## config.mk

```make
export PLATFORM = sky130hd
export DESIGN_NAME = nibble_serial_adder
export DESIGN_NICKNAME = d
export VERILOG_FILES = /design/src/rtl/nibble_serial_adder_pkg.sv /design/src/rtl/nibble_serial_adder_cla4_slice.sv /design/src/rtl/nibble_serial_adder.sv
export SDC_FILE = /design/constraint.sdc
export NUM_CORES = 1
export LEC_CHECK = 0
export BUFFER_PORTS_ARGS = -buffer_cell sky130_fd_sc_hd__buf_4
export CAP_MARGIN = 20
export CELL_PAD_IN_SITES_DETAIL_PLACEMENT = 0
export CELL_PAD_IN_SITES_GLOBAL_PLACEMENT = 1
export CORE_MARGIN = 2
export CORE_UTILIZATION = 42
export DETAILED_ROUTE_END_ITERATION = 10
export PLACE_DENSITY = 0.91
export SLEW_MARGIN = 25
export SYNTH_ARGS = -nofsm -noshare
export SYNTH_HDL_FRONTEND = slang
export SYNTH_SLANG_ARGS = --single-unit
```

## constraint.sdc

```tcl
create_clock -name clk -period 4.2 [get_ports clk]
set_input_delay 0.84 -clock clk [delete_from_list [all_inputs] [get_ports clk]]
set_output_delay 0.84 -clock clk [all_outputs]
set_load 0.02 [all_outputs]
```

## src/rtl/nibble_serial_adder_pkg.sv

```systemverilog
// Shared types and constants for the nibble-serial adder.
package nibble_serial_adder_pkg;

    localparam int NIBBLE_W = 4;

    typedef enum logic [1:0] {
        ST_IDLE = 2'd0,
        ST_RUN  = 2'd1,
        ST_DONE = 2'd2
    } state_t;

endpackage

```

## src/rtl/nibble_serial_adder_cla4_slice.sv

```systemverilog
// 4-bit two-level carry-lookahead slice with group propagate/generate.
// Latency: purely combinational.
// Backpressure: none; no state.
module cla4_slice
    import nibble_serial_adder_pkg::*;
(
    input  logic [NIBBLE_W-1:0] a,
    input  logic [NIBBLE_W-1:0] b,
    input  logic                ci,
    output logic [NIBBLE_W-1:0] s,
    output logic                co,
    output logic                c3,
    output logic                group_p,
    output logic                group_g
);

    logic [3:0] g;
    logic [3:0] p;
    logic       c1;
    logic       c2;

    assign g = a & b;
    assign p = a ^ b;

    // Every carry is a flat sum of products, so no carry waits on another.
    assign c1 = g[0] | (p[0] & ci);
    assign c2 = g[1] | (p[1] & g[0]) | (p[1] & p[0] & ci);
    assign c3 = g[2] | (p[2] & g[1]) | (p[2] & p[1] & g[0])
              | (p[2] & p[1] & p[0] & ci);

    assign group_p = &p;
    assign group_g = g[3] | (p[3] & g[2]) | (p[3] & p[2] & g[1])
                   | (p[3] & p[2] & p[1] & g[0]);

    assign co = group_g | (group_p & ci);
    assign s  = p ^ {c3, c2, c1, ci};

endmodule

```

## src/rtl/nibble_serial_adder.sv

```systemverilog
// WIDTH-bit adder processing one nibble per clock through a single CLA slice.
// Latency: result valid NIB+1 cycles after the input handshake.
// Backpressure: holds results in DONE until out_ready; accepts only in IDLE.
module nibble_serial_adder
    import nibble_serial_adder_pkg::*;
#(
    parameter int WIDTH = 16
) (
    input  logic             clk,
    input  logic             rst,
    input  logic             in_valid,
    output logic             in_ready,
    input  logic [WIDTH-1:0] a,
    input  logic [WIDTH-1:0] b,
    input  logic             cin,
    output logic             out_valid,
    input  logic             out_ready,
    output logic [WIDTH-1:0] sum,
    output logic             cout,
    output logic             ovf,
    output logic             grp_p,
    output logic             grp_g
);

    localparam int NIB   = WIDTH / NIBBLE_W;
    localparam int CNT_W = (NIB > 1) ? $clog2(NIB) : 1;
    localparam logic [CNT_W-1:0] LAST_STEP = CNT_W'(NIB - 1);

    generate
        if (((WIDTH % NIBBLE_W) != 0) || (WIDTH < NIBBLE_W)) begin : g_bad_width
            $error("nibble_serial_adder: WIDTH must be a positive multiple of 4");
        end
    endgenerate

    state_t               state;
    state_t               state_nxt;
    logic [CNT_W-1:0]     cnt;
    logic [WIDTH-1:0]     a_sh;
    logic [WIDTH-1:0]     b_sh;
    logic [WIDTH-1:0]     sum_r;
    logic                 carry;
    logic                 acc_p;
    logic                 acc_g;
    logic                 cout_r;
    logic                 ovf_r;

    logic [NIBBLE_W-1:0]  sl_s;
    logic                 sl_co;
    logic                 sl_c3;
    logic                 sl_p;
    logic                 sl_g;
    logic [WIDTH+NIBBLE_W-1:0] sum_cat;
    logic                 last_step;

    cla4_slice u_slice (
        .a       (a_sh[NIBBLE_W-1:0]),
        .b       (b_sh[NIBBLE_W-1:0]),
        .ci      (carry),
        .s       (sl_s),
        .co      (sl_co),
        .c3      (sl_c3),
        .group_p (sl_p),
        .group_g (sl_g)
    );

    // New nibble enters at the top; after NIB steps the low nibble sits at bit 0.
    assign sum_cat   = {sl_s, sum_r};
    assign last_step = (cnt == LAST_STEP);

    always_comb begin
        state_nxt = state;
        case (state)
            ST_IDLE: if (in_valid)  state_nxt = ST_RUN;
            ST_RUN:  if (last_step) state_nxt = ST_DONE;
            ST_DONE: if (out_ready) state_nxt = ST_IDLE;
            default:                state_nxt = ST_IDLE;
        endcase
    end

    always_ff @(posedge clk) begin
        if (rst) begin
            state <= ST_IDLE;
        end else begin
            state <= state_nxt;
        end
    end

    always_ff @(posedge clk) begin
        if (rst) begin
            cnt    <= '0;
            a_sh   <= '0;
            b_sh   <= '0;
            sum_r  <= '0;
            carry  <= 1'b0;
            acc_p  <= 1'b0;
            acc_g  <= 1'b0;
            cout_r <= 1'b0;
            ovf_r  <= 1'b0;
        end else begin
            case (state)
                ST_IDLE: begin
                    if (in_valid) begin
                        a_sh  <= a;
                        b_sh  <= b;
                        carry <= cin;
                        acc_p <= 1'b1;
                        acc_g <= 1'b0;
                        cnt   <= '0;
                    end
                end
                ST_RUN: begin
                    sum_r <= sum_cat[WIDTH+NIBBLE_W-1:NIBBLE_W];
                    a_sh  <= a_sh >> NIBBLE_W;
                    b_sh  <= b_sh >> NIBBLE_W;
                    carry <= sl_co;
                    acc_p <= acc_p & sl_p;
                    // Fold this (more significant) nibble on top of the lower group.
                    acc_g <= sl_g | (sl_p & acc_g);
                    cnt   <= cnt + CNT_W'(1);
                    if (last_step) begin
                        cout_r <= sl_co;
                        ovf_r  <= sl_c3 ^ sl_co;
                    end
                end
                default: ;
            endcase
        end
    end

    assign in_ready  = (state == ST_IDLE);
    assign out_valid = (state == ST_DONE);
    assign sum       = sum_r;
    assign cout      = cout_r;
    assign ovf       = ovf_r;
    assign grp_p     = acc_p;
    assign grp_g     = acc_g;

endmodule
```

# After elaboration in Yosys (flattened, before gate mapping)
# Index checks and enable logic that the tools add are counted.
# Widths: inputs -> output; s select.
[totals]
register_bits = 57
in_bits = 37
output_inout_bits = 22
elab_cells = 71
[classes]
n_addsub = 1
n_eq_ne = 6
mux = 16
bitwise = 32
reduce_logical = 6
[op_table]
columns = ["cell", "n"]
rows = [
  ["$pmux 16 s2", 2],
  ["$mux 16", 2],
  ["$and 1x1->1", 17],
  ["$or 1x1->1", 11],
  ["$mux 2", 4],
  ["$xor 4x4->4", 2],
  ["$pmux 1 s2", 3],
  ["$pmux 2 s3", 1],
  ["$and 4x4->4", 1],
  ["$eq 2x2->1 const B", 2],
  ["$ne 2x2->1 const B", 2],
  ["$pmux 2 s2", 1],
  ["$reduce_and 2->1", 2],
  ["$reduce_and 4->1", 1],
  ["$mux 1", 3],
  ["$reduce_and 3->1", 1],
  ["$add 2x1->2 const B", 1],
  ["$eq 2x1->1 const B", 1],
  ["$logic_not 2->1", 1],
  ["$ne 2x1->1 const B", 1],
  ["$reduce_bool 2->1", 1],
  ["$xor 1x1->1", 1],
]

# Logic depth before layout (Yosys ltp)
# Gate-level depths: netlist (run 1).
[depth]
ltp_word = 7
depth_mapped = 6

# Modules after synthesis
# From an unflattened synthesis (run 1), not the netlist that was laid out.
[unflattened]
hier_cells = 298
hier_area_um2 = 2756.4
[modules_own_cells]
columns = ["module", "instances", "cells_per_inst", "area_each_um2", "seq_area_each_um2"]
rows = [
  ["nibble_serial_adder", 1, 276, 2573.7, 1141.1],
  ["cla4_slice", 1, 22, 182.7, 0.0],
]

# Least setup slack after synthesis (run 1)
# No wires, ideal clock.
[synth_timing]
kind = "register to output"
from = "reg state[1]"
to = "out in_ready"
t_arrival_ns = 0.969
t_required_ns = 3.360
path_slack_ns = 2.391
path_stages_with_launch = 4
path_cell_list = "dfxtp_1 -> buf_4 -> clkbuf_1 -> nor2_1"
[synth_between]
elab_chain_cells = 1
[synth_lines]
columns = ["element", "line", "source"]
rows = [
  ["from (decl)", "nibble_serial_adder.sv:35", "state_t state;"],
  ["from (signal assigned)", "nibble_serial_adder.sv:84", "state <= state_nxt;"],
  ["$logic_not 2->1", "nibble_serial_adder.sv:130", "assign in_ready = (state == ST_IDLE);"],
  ["to (decl)", "nibble_serial_adder.sv:12", "output logic in_ready,"],
]
# Every way passes these cells.

# Worst setup path in the final report (run 1)
[layout_timing]
from = "reg state[0]"
to = "out out_valid"
[layout_between]
elab_chain_cells = 1
[layout_lines]
columns = ["element", "line", "source"]
rows = [
  ["$eq 2x2->1", "nibble_serial_adder.sv:131", "assign out_valid = (state == ST_DONE);"],
  ["to (decl)", "nibble_serial_adder.sv:16", "output logic out_valid,"],
]
# Every way passes these cells.

==> results.json, run 1 <==
{
  "area_growth_pct": 22.0,
  "dpl_cell_area_mm2": 0.00304,
  "cap_violations": 0,
  "drt-pass1-iter-count": 4,
  "antenna_found_initial": 0,
  "core_area_mm2": 0.00599,
  "crit_family": "flip-flops",
  "ctsHoldBuffers": 0,
  "r2r-start": "state[0]",
  "synth.area.top_cells": "dfxtp_1 43%, nor2_1 13%, a21oi_1 8.0%, nor2b_1 6.0%, nor3_1 4.4%",
  "drc": 0,
  "irDropWorstVdd_uv": 198,
  "drtIter0Drc": 88,
  "p_clk_frac": 0.351,
  "syn_nets": 385,
  "power_switching_uw": 326,
  "rsz0062_at_grt": "false",
  "grt_start_max_net_pins": 61,
  "slew_viol_final": 0,
  "placed_cells": 451,
  "postRouteAntennaNets": 0,
  "slowest_delay_ns": 0.90,
  "gr-usage-all-layers": 0.164,
  "die_w_um": 83.1,
  "insertion_delay_ns": 0.32,
  "cp_cell_sequence": "nor2b_1 -> buf_4",
  "critPathLaunchType": "flop",
  "hold_viol": 0,
  "dieArea_mm2": 0.00690,
  "end_kind": "output port",
  "fin_crit_sh": 0.576,
  "tightest_slew_ns": 0.927,
  "status": "complete, no violations",
  "clk_path_buf_depth": 2,
  "place_congestion": 0.726,
  "reg2reg_slack_ns": 2.03,
  "wl_per_cell_um": 12.1,
  "ys_ff_latch": 57,
  "crit_slowest_cell": "dfxtp_1",
  "cp.required_ns": 3.36,
  "nNetsFinal": 430,
  "p_leak_uw": 0.00138,
  "die_h_um": 83.1,
  "final_common_cell": "nor2_1",
  "ys_types": 37,
  "clk_pin_slew_worst_paths_ns": 0.06,
  "numClockSinks": 57,
  "wirelength_um": 5630,
  "stdcell_count": 465,
  "port_buffers": 58,
  "final_cell_area_mm2": 0.00320,
  "synth_top_area_frac": 0.434,
  "fmax_ghz": 0.413,
  "power.share.combinational": 0.163,
  "hold_ws_ns": 0.453,
  "post-route-util": 0.535,
  "setup_violations": 0,
  "layout-drive-gt1-share": 0.205,
  "overflow": 0,
  "r2r_cells": 4,
  "grt_pass1_vias": 2128,
  "rows": 28,
  "p_per_area_mw_per_mm2": 385,
  "cts_buffers": 9,
  "worstSetupPathType": "flop to output port",
  "hold_start": "sum[1]",
  "dp_hpwl_um": 3680,
  "syn_area_mm2": 0.00263,
  "min_to": "sum[1]",
  "skew_ns": 0.00517,
  "swShare": 0.264,
  "netlist_instances": 342,
  "relSlewSlack": 0.381,
  "ctsResizeCount": 0,
  "dr_total_vias": 2329,
  "htreeDepth": 3,
  "critPathArrivalTime_ns": 1.58,
  "crit_fanout": 28,
  "ys_warn_count": 0,
  "cts-root-buf": "clkbuf_8",
  "intPower_uw": 908,
  "final.setup.tns_ns": 0,
  "post_cts_buffers": 0,
  "seq_power_share": 0.486,
  "n_antenna_cell": 0,
  "r2r-end": "b_sh[7]",
  "start_util": 0.439,
  "hp-class": "flop to flop",
  "num_io_pins": 59,
  "cts_tree": "done",
  "period_minus_slack_ns": 2.42,
  "crit_buf_inv": 1,
  "synth_area_per_cell_um2": 7.68,
  "synth_top_area_cell": "dfxtp_1",
  "whs_path_depth": 2,
  "vias_per_cell": 5.01,
  "grt_pass1_wl_um": 9430,
  "layout_common_cells": "90 x nor2_1, 60 x buf_4, 57 x dfxtp_1, 42 x a21oi_1, 27 x nand2_1",
  "ys_seq_area_frac": 0.434
}
## state kept, by name (all words and copies together), names as in the netlist
register	flops
a_sh	16
b_sh	16
carry	1
cnt	2
cout	1
grp_g	1
grp_p	1
ovf	1
state	2
sum	16
## power by group through the flow
stage	clock network (µW)	registers (µW)	logic [µW]
2_1_floorplan	0	610	143
4_1_cts	447	600	204
5_1_grt	468	604	226
6_report	433	600	201
3_3_place_gp	0	611	201
3_5_place_dp	0	612	203
## cell type report
cell class	instances	area (µm²)
flip-flops and latches	57	1140
clock buffers	14	163
inverters	5	18.8
multi-input cells	254	1340
fillers	590	2790
repair buffers	60	450
well taps	75	93.8
## per-layer routing
layer	global-route usage	share of wire	wire length, µm	vias to the layer above
li1	-	-	-	1223
met1	0.212	0.48	2730	1041
met2	0.265	0.45	2540	57
met3	0.0318	0.046	257	8
met4	0.0715	0.017	96	0
met5	0	0	0	-
## per-stage QoR
step,total power [µW],worst slack (ns)
after floorplan,753,2.39
after global placement,812,1.90
after detailed placement,815,1.86
after CTS,1250,1.70
after global routing,1300,1.61
final,1230,1.78
## cell usage after synthesis (all sizes together)
master,n
or2,1
nor2,91
ha,5
fa,1
nand4,1
nor3b,2
xnor2,1
mux2i,1
o21bai,1
o21ai,2
nor4b,1
nor3,23
a22oi,10
nand2,27
buf,17
and2,1
o31ai,1
o22ai,1
dfxtp,57
a21o,1
nand2b,2
a211o,1
a21oi,42
clkbuf,9
nor2b,25
nand3b,1
a211oi,11
inv,5
and2b,1
## worst min-delay path: cells and delay by family, from the launching register on
family          cells  cell delay, ns
compound gates      1            0.05
flops               1            0.30
simple gates        1            0.05
## cell families after synthesis
kind of cell / Yosys count / synth area share
simple gates: 176 / 0.303
compound gates: 70 / 0.167
xor+xnor: 1 / 0.00333
fa+ha+maj: 6 / 0.0314
mux: 1 / 0.00381
flops: 57 / 0.434
buf+inv: 31 / 0.0567
## worst max-delay path by stage
stage | startpoint | end | slack, ns | depth (start not counted)
2_1_floorplan | state[1] | in_ready | 2.39 | 3
3_3_place_gp | in_valid | cnt[0] | 1.90 | 4
3_5_place_dp | in_valid | b_sh[7] | 1.86 | 5
4_1_cts | state[0] | out_valid | 1.70 | 2
5_1_grt | state[0] | out_valid | 1.61 | 2
6_report | state[0] | out_valid | 1.78 | 2
Note: power is estimated with default switching activity, not from simulation.
==> run 2: changes to the inputs <==
--- a/config.mk
+++ b/config.mk
@@ -5,14 +5,15 @@
 export SDC_FILE = /design/constraint.sdc
 export NUM_CORES = 1
 export LEC_CHECK = 0
+export ABC_AREA = 1
 export BUFFER_PORTS_ARGS = -buffer_cell sky130_fd_sc_hd__buf_4
 export CAP_MARGIN = 20
 export CELL_PAD_IN_SITES_DETAIL_PLACEMENT = 0
 export CELL_PAD_IN_SITES_GLOBAL_PLACEMENT = 1
 export CORE_MARGIN = 2
-export CORE_UTILIZATION = 42
+export CORE_UTILIZATION = 38
 export DETAILED_ROUTE_END_ITERATION = 10
-export PLACE_DENSITY = 0.91
+export PLACE_DENSITY = 0.85
 export SLEW_MARGIN = 25
 export SYNTH_ARGS = -nofsm -noshare
 export SYNTH_HDL_FRONTEND = slang
==> constraint.sdc (replaced) <==
create_clock -name clk -period 2.4 [get_ports clk]
set_input_delay 0.48 -clock clk [delete_from_list [all_inputs] [get_ports clk]]
set_output_delay 0.48 -clock clk [all_outputs]
set_load 0.02 [all_outputs]
==> run 2 against run 1 <==
The run now ends with DRC left. Register-to-register slack worse by 1.2 ns. Critical path depth up 6. Area after synthesis down 3.0%. Utilization down 4.7 points. Combinational power up 57%. Hold slack worse by 0.056 ns. Critical path type is now flop to flop. Critical endpoint is now a_sh[5]. Highest routed layer unchanged.
==> results.json, run 2 <==
{
  "core_area_mm2": 0.00642,
  "crit_buf_inv": 3,
  "end_kind": "flop",
  "cp.required_ns": 2.68,
  "drc": 5,
  "syn_area_mm2": 0.00255,
  "hold_ws_ns": 0.397,
  "dr_total_vias": 2249,
  "synth-simple-area-share": 0.276,
  "min_to": "b_sh[14]",
  "synth_top_area_frac": 0.448,
  "synth_edf_count": 0,
  "ys_warn_count": 0,
  "ys_ff_latch": 57,
  "synth_top_area_cell": "dfxtp_1",
  "num_io_pins": 59,
  "fmax_ghz": 0.647,
  "gr-usage-all-layers": 0.161,
  "synth_ff_type": "dfxtp_1",
  "setup_violations": 0,
  "synthMostInstantiatedCell": "nand2_1",
  "synth_area_per_cell_um2": 7.47,
  "dpl_cell_area_mm2": 0.00294,
  "vias_per_cell": 4.75,
  "critPathArrivalTime_ns": 1.82,
  "cts_tree": "done",
  "r2r_cells": 8,
  "synth_fa_ha_area_frac": 0.0324,
  "die_h_um": 85.9,
  "failed_checks": "DRC",
  "worstSetupPathType": "flop to flop",
  "synth_top_family_by_area": "simple AND/OR/NAND/NOR gates",
  "antenna_found_initial": 0,
  "layout_common_cells": "105 x nand2_1, 58 x buf_4, 57 x dfxtp_1, 32 x nor2_1, 28 x inv_1",
  "ctsHoldBuffers": 0,
  "insertion_delay_ns": 0.33,
  "area_growth_pct": 22.9,
  "r2r-start": "state[1]",
  "tightest_slew_ns": 0.861,
  "cp_cell_sequence": "inv_2 -> nand2_4 -> inv_8 -> nor2_8 -> nand2_1 -> nand3_1 -> nand2_1 -> inv_1",
  "wirelength_um": 5450,
  "irDropWorstVdd_uv": 343,
  "slew_viol_final": 0,
  "whs_path_depth": 3,
  "relSlewSlack": 0.426,
  "syn_nets": 384,
  "grt_pass1_vias": 2041,
  "stdcell_count": 473,
  "ctsResizeCount": 0,
  "cap_violations": 0,
  "die_w_um": 85.9,
  "cts-root-buf": "clkbuf_8",
  "fin_crit_sh": 0.644,
  "drtIter0Drc": 123,
  "status": "finished, violations left",
  "post_cts_buffers": 0,
  "place_congestion": 0.748,
  "area.sequential_mm2": 0.00114,
  "grt_pass1_wl_um": 9290,
  "netlist_instances": 341,
  "postRouteAntennaNets": 0,
  "finalPower_uw": 2240,
  "port_buffers": 58,
  "critPathLaunchType": "flop",
  "hold_start": "b[14]",
  "period_minus_slack_ns": 1.55,
  "placed_cells": 458,
  "skew_ns": 0.00804,
  "hp-class": "primary input to flop",
  "wl_per_cell_um": 11.5,
  "clk_path_buf_depth": 2,
  "reg2reg_slack_ns": 0.85,
  "crit_slowest_cell": "nor2_8",
  "grt_start_max_net_pins": 51,
  "multi_input_area_mm2": 0.00113,
  "n_antenna_cell": 0,
  "synthMuxAreaShare": 0,
  "clk_pin_slew_worst_paths_ns": 0.07,
  "synth.area.top_cells": "dfxtp_1 45%, nand2_1 15%, a21oi_1 4.9%, nor2_1 4.7%, inv_1 4.1%",
  "fillers": 648,
  "ys_seq_area_frac": 0.448,
  "rsz0062_at_grt": "false",
  "ys_types": 33,
  "final.setup.tns_ns": 0,
  "crit_family": "simple AND/OR/NAND/NOR gates",
  "dieArea_mm2": 0.00738,
  "ys_async_sr_fraction": 0,
  "synthTopCellsByCount": "105 x nand2_1, 57 x dfxtp_1, 32 x nor2_1, 28 x inv_1, 25 x a21oi_1",
  "cp_common_cell": "nand2_1",
  "r2r-end": "a_sh[5]",
  "nNetsFinal": 435,
  "hold_viol": 0,
  "numClockSinks": 57,
  "final_common_cell": "nand2_1",
  "rows": 29,
  "synth-xor-area-share": 0.00344,
  "synth_compound_area_frac": 0.133,
  "p_per_area_mw_per_mm2": 716,
  "start_util": 0.397,
  "dp_hpwl_um": 3590,
  "drt-pass1-iter-count": 7,
  "cts_buffers": 9,
  "overflow": 0,
  "htreeDepth": 3,
  "layout-drive-gt1-share": 0.212,
  "slowest_delay_ns": 0.40,
  "final_cell_area_mm2": 0.00313,
  "p_leak_uw": 0.00150,
  "crit_fanout": 50
}
==> run 2: cell count changes in the layout (fill, tap and decap cells not counted), moves of 16 or more <==
cell and change:
nor2b_1 -25, nor2_1 -58, a21oi_1 -17, nand2_1 +78, inv_1 +23, nand3_1 +19, o21ai_0 +16, nor3_1 -23
==> run 2: logic make-up after synthesis <==
logic type / after synthesis
adder cells (fa/ha/maj): 6
flip-flops: 57
AND/OR/NAND/NOR: 167
AO/OA/AOI/OAI: 60
buffers and inverters: 50
XOR/XNOR: 1
==> run 2: power breakdown <==
group / leakage (µW) / switching (µW) / internal, µW
logic: 0.000927 / 183 / 131
clock network: 0.000102 / 359 / 527
registers: 0.000468 / 36.0 / 1010
total: 0.00150 / 578 / 1660
==> run 2: worst min-delay path, delay by kind of cell <==
family                 cells  cell delay, ns
AOI/OAI and AO/OA          1            0.10
buffers and inverters      1            0.08
and+or+nand+nor            1            0.04
==> run 2: stage by stage <==
step                setup slack, ns  utilization
floorplan                      1.10            -
global placement              0.606        0.457
detailed placement            0.575        0.457
CTS                           0.811        0.488
global route                  0.627        0.488
finish                        0.854        0.488
==> run 2: worst max-delay path by stage <==
| stage | start | endpoint | slack [ns] | cells past startpoint |
|---|---|---|---|---|
| 3_3_place_gp | rst | sum[13] | 0.61 | 4 |
| 3_5_place_dp | rst | sum[11] | 0.57 | 4 |
| 6_report | state[1] | a_sh[5] | 0.85 | 8 |
| 4_1_cts | state[1] | a_sh[5] | 0.81 | 8 |
| 5_1_grt | state[1] | a_sh[5] | 0.63 | 8 |
| 2_1_floorplan | a_sh[1] | grp_g | 1.10 | 6 |
==> run 2: final cells by class <==
cell class	instances	share of cell area
Clock inverter	3	0.0128
Multi-Input combinational cell	234	0.362
Timing Repair Buffer	58	0.139
Inverter	32	0.0416
Tap cell	77	0.0308
Sequential cell	57	0.364
Clock buffer	12	0.0495
==> run 2: layer usage <==
metal / vias to the layer above / share of wire / global-route usage
li1: 1188 / - / -
met1: 991 / 0.44 / 0.194
met2: 68 / 0.47 / 0.256
met3: 2 / 0.080 / 0.0760
met4: 0 / 0.0035 / 0.0476
met5: - / 0 / 0
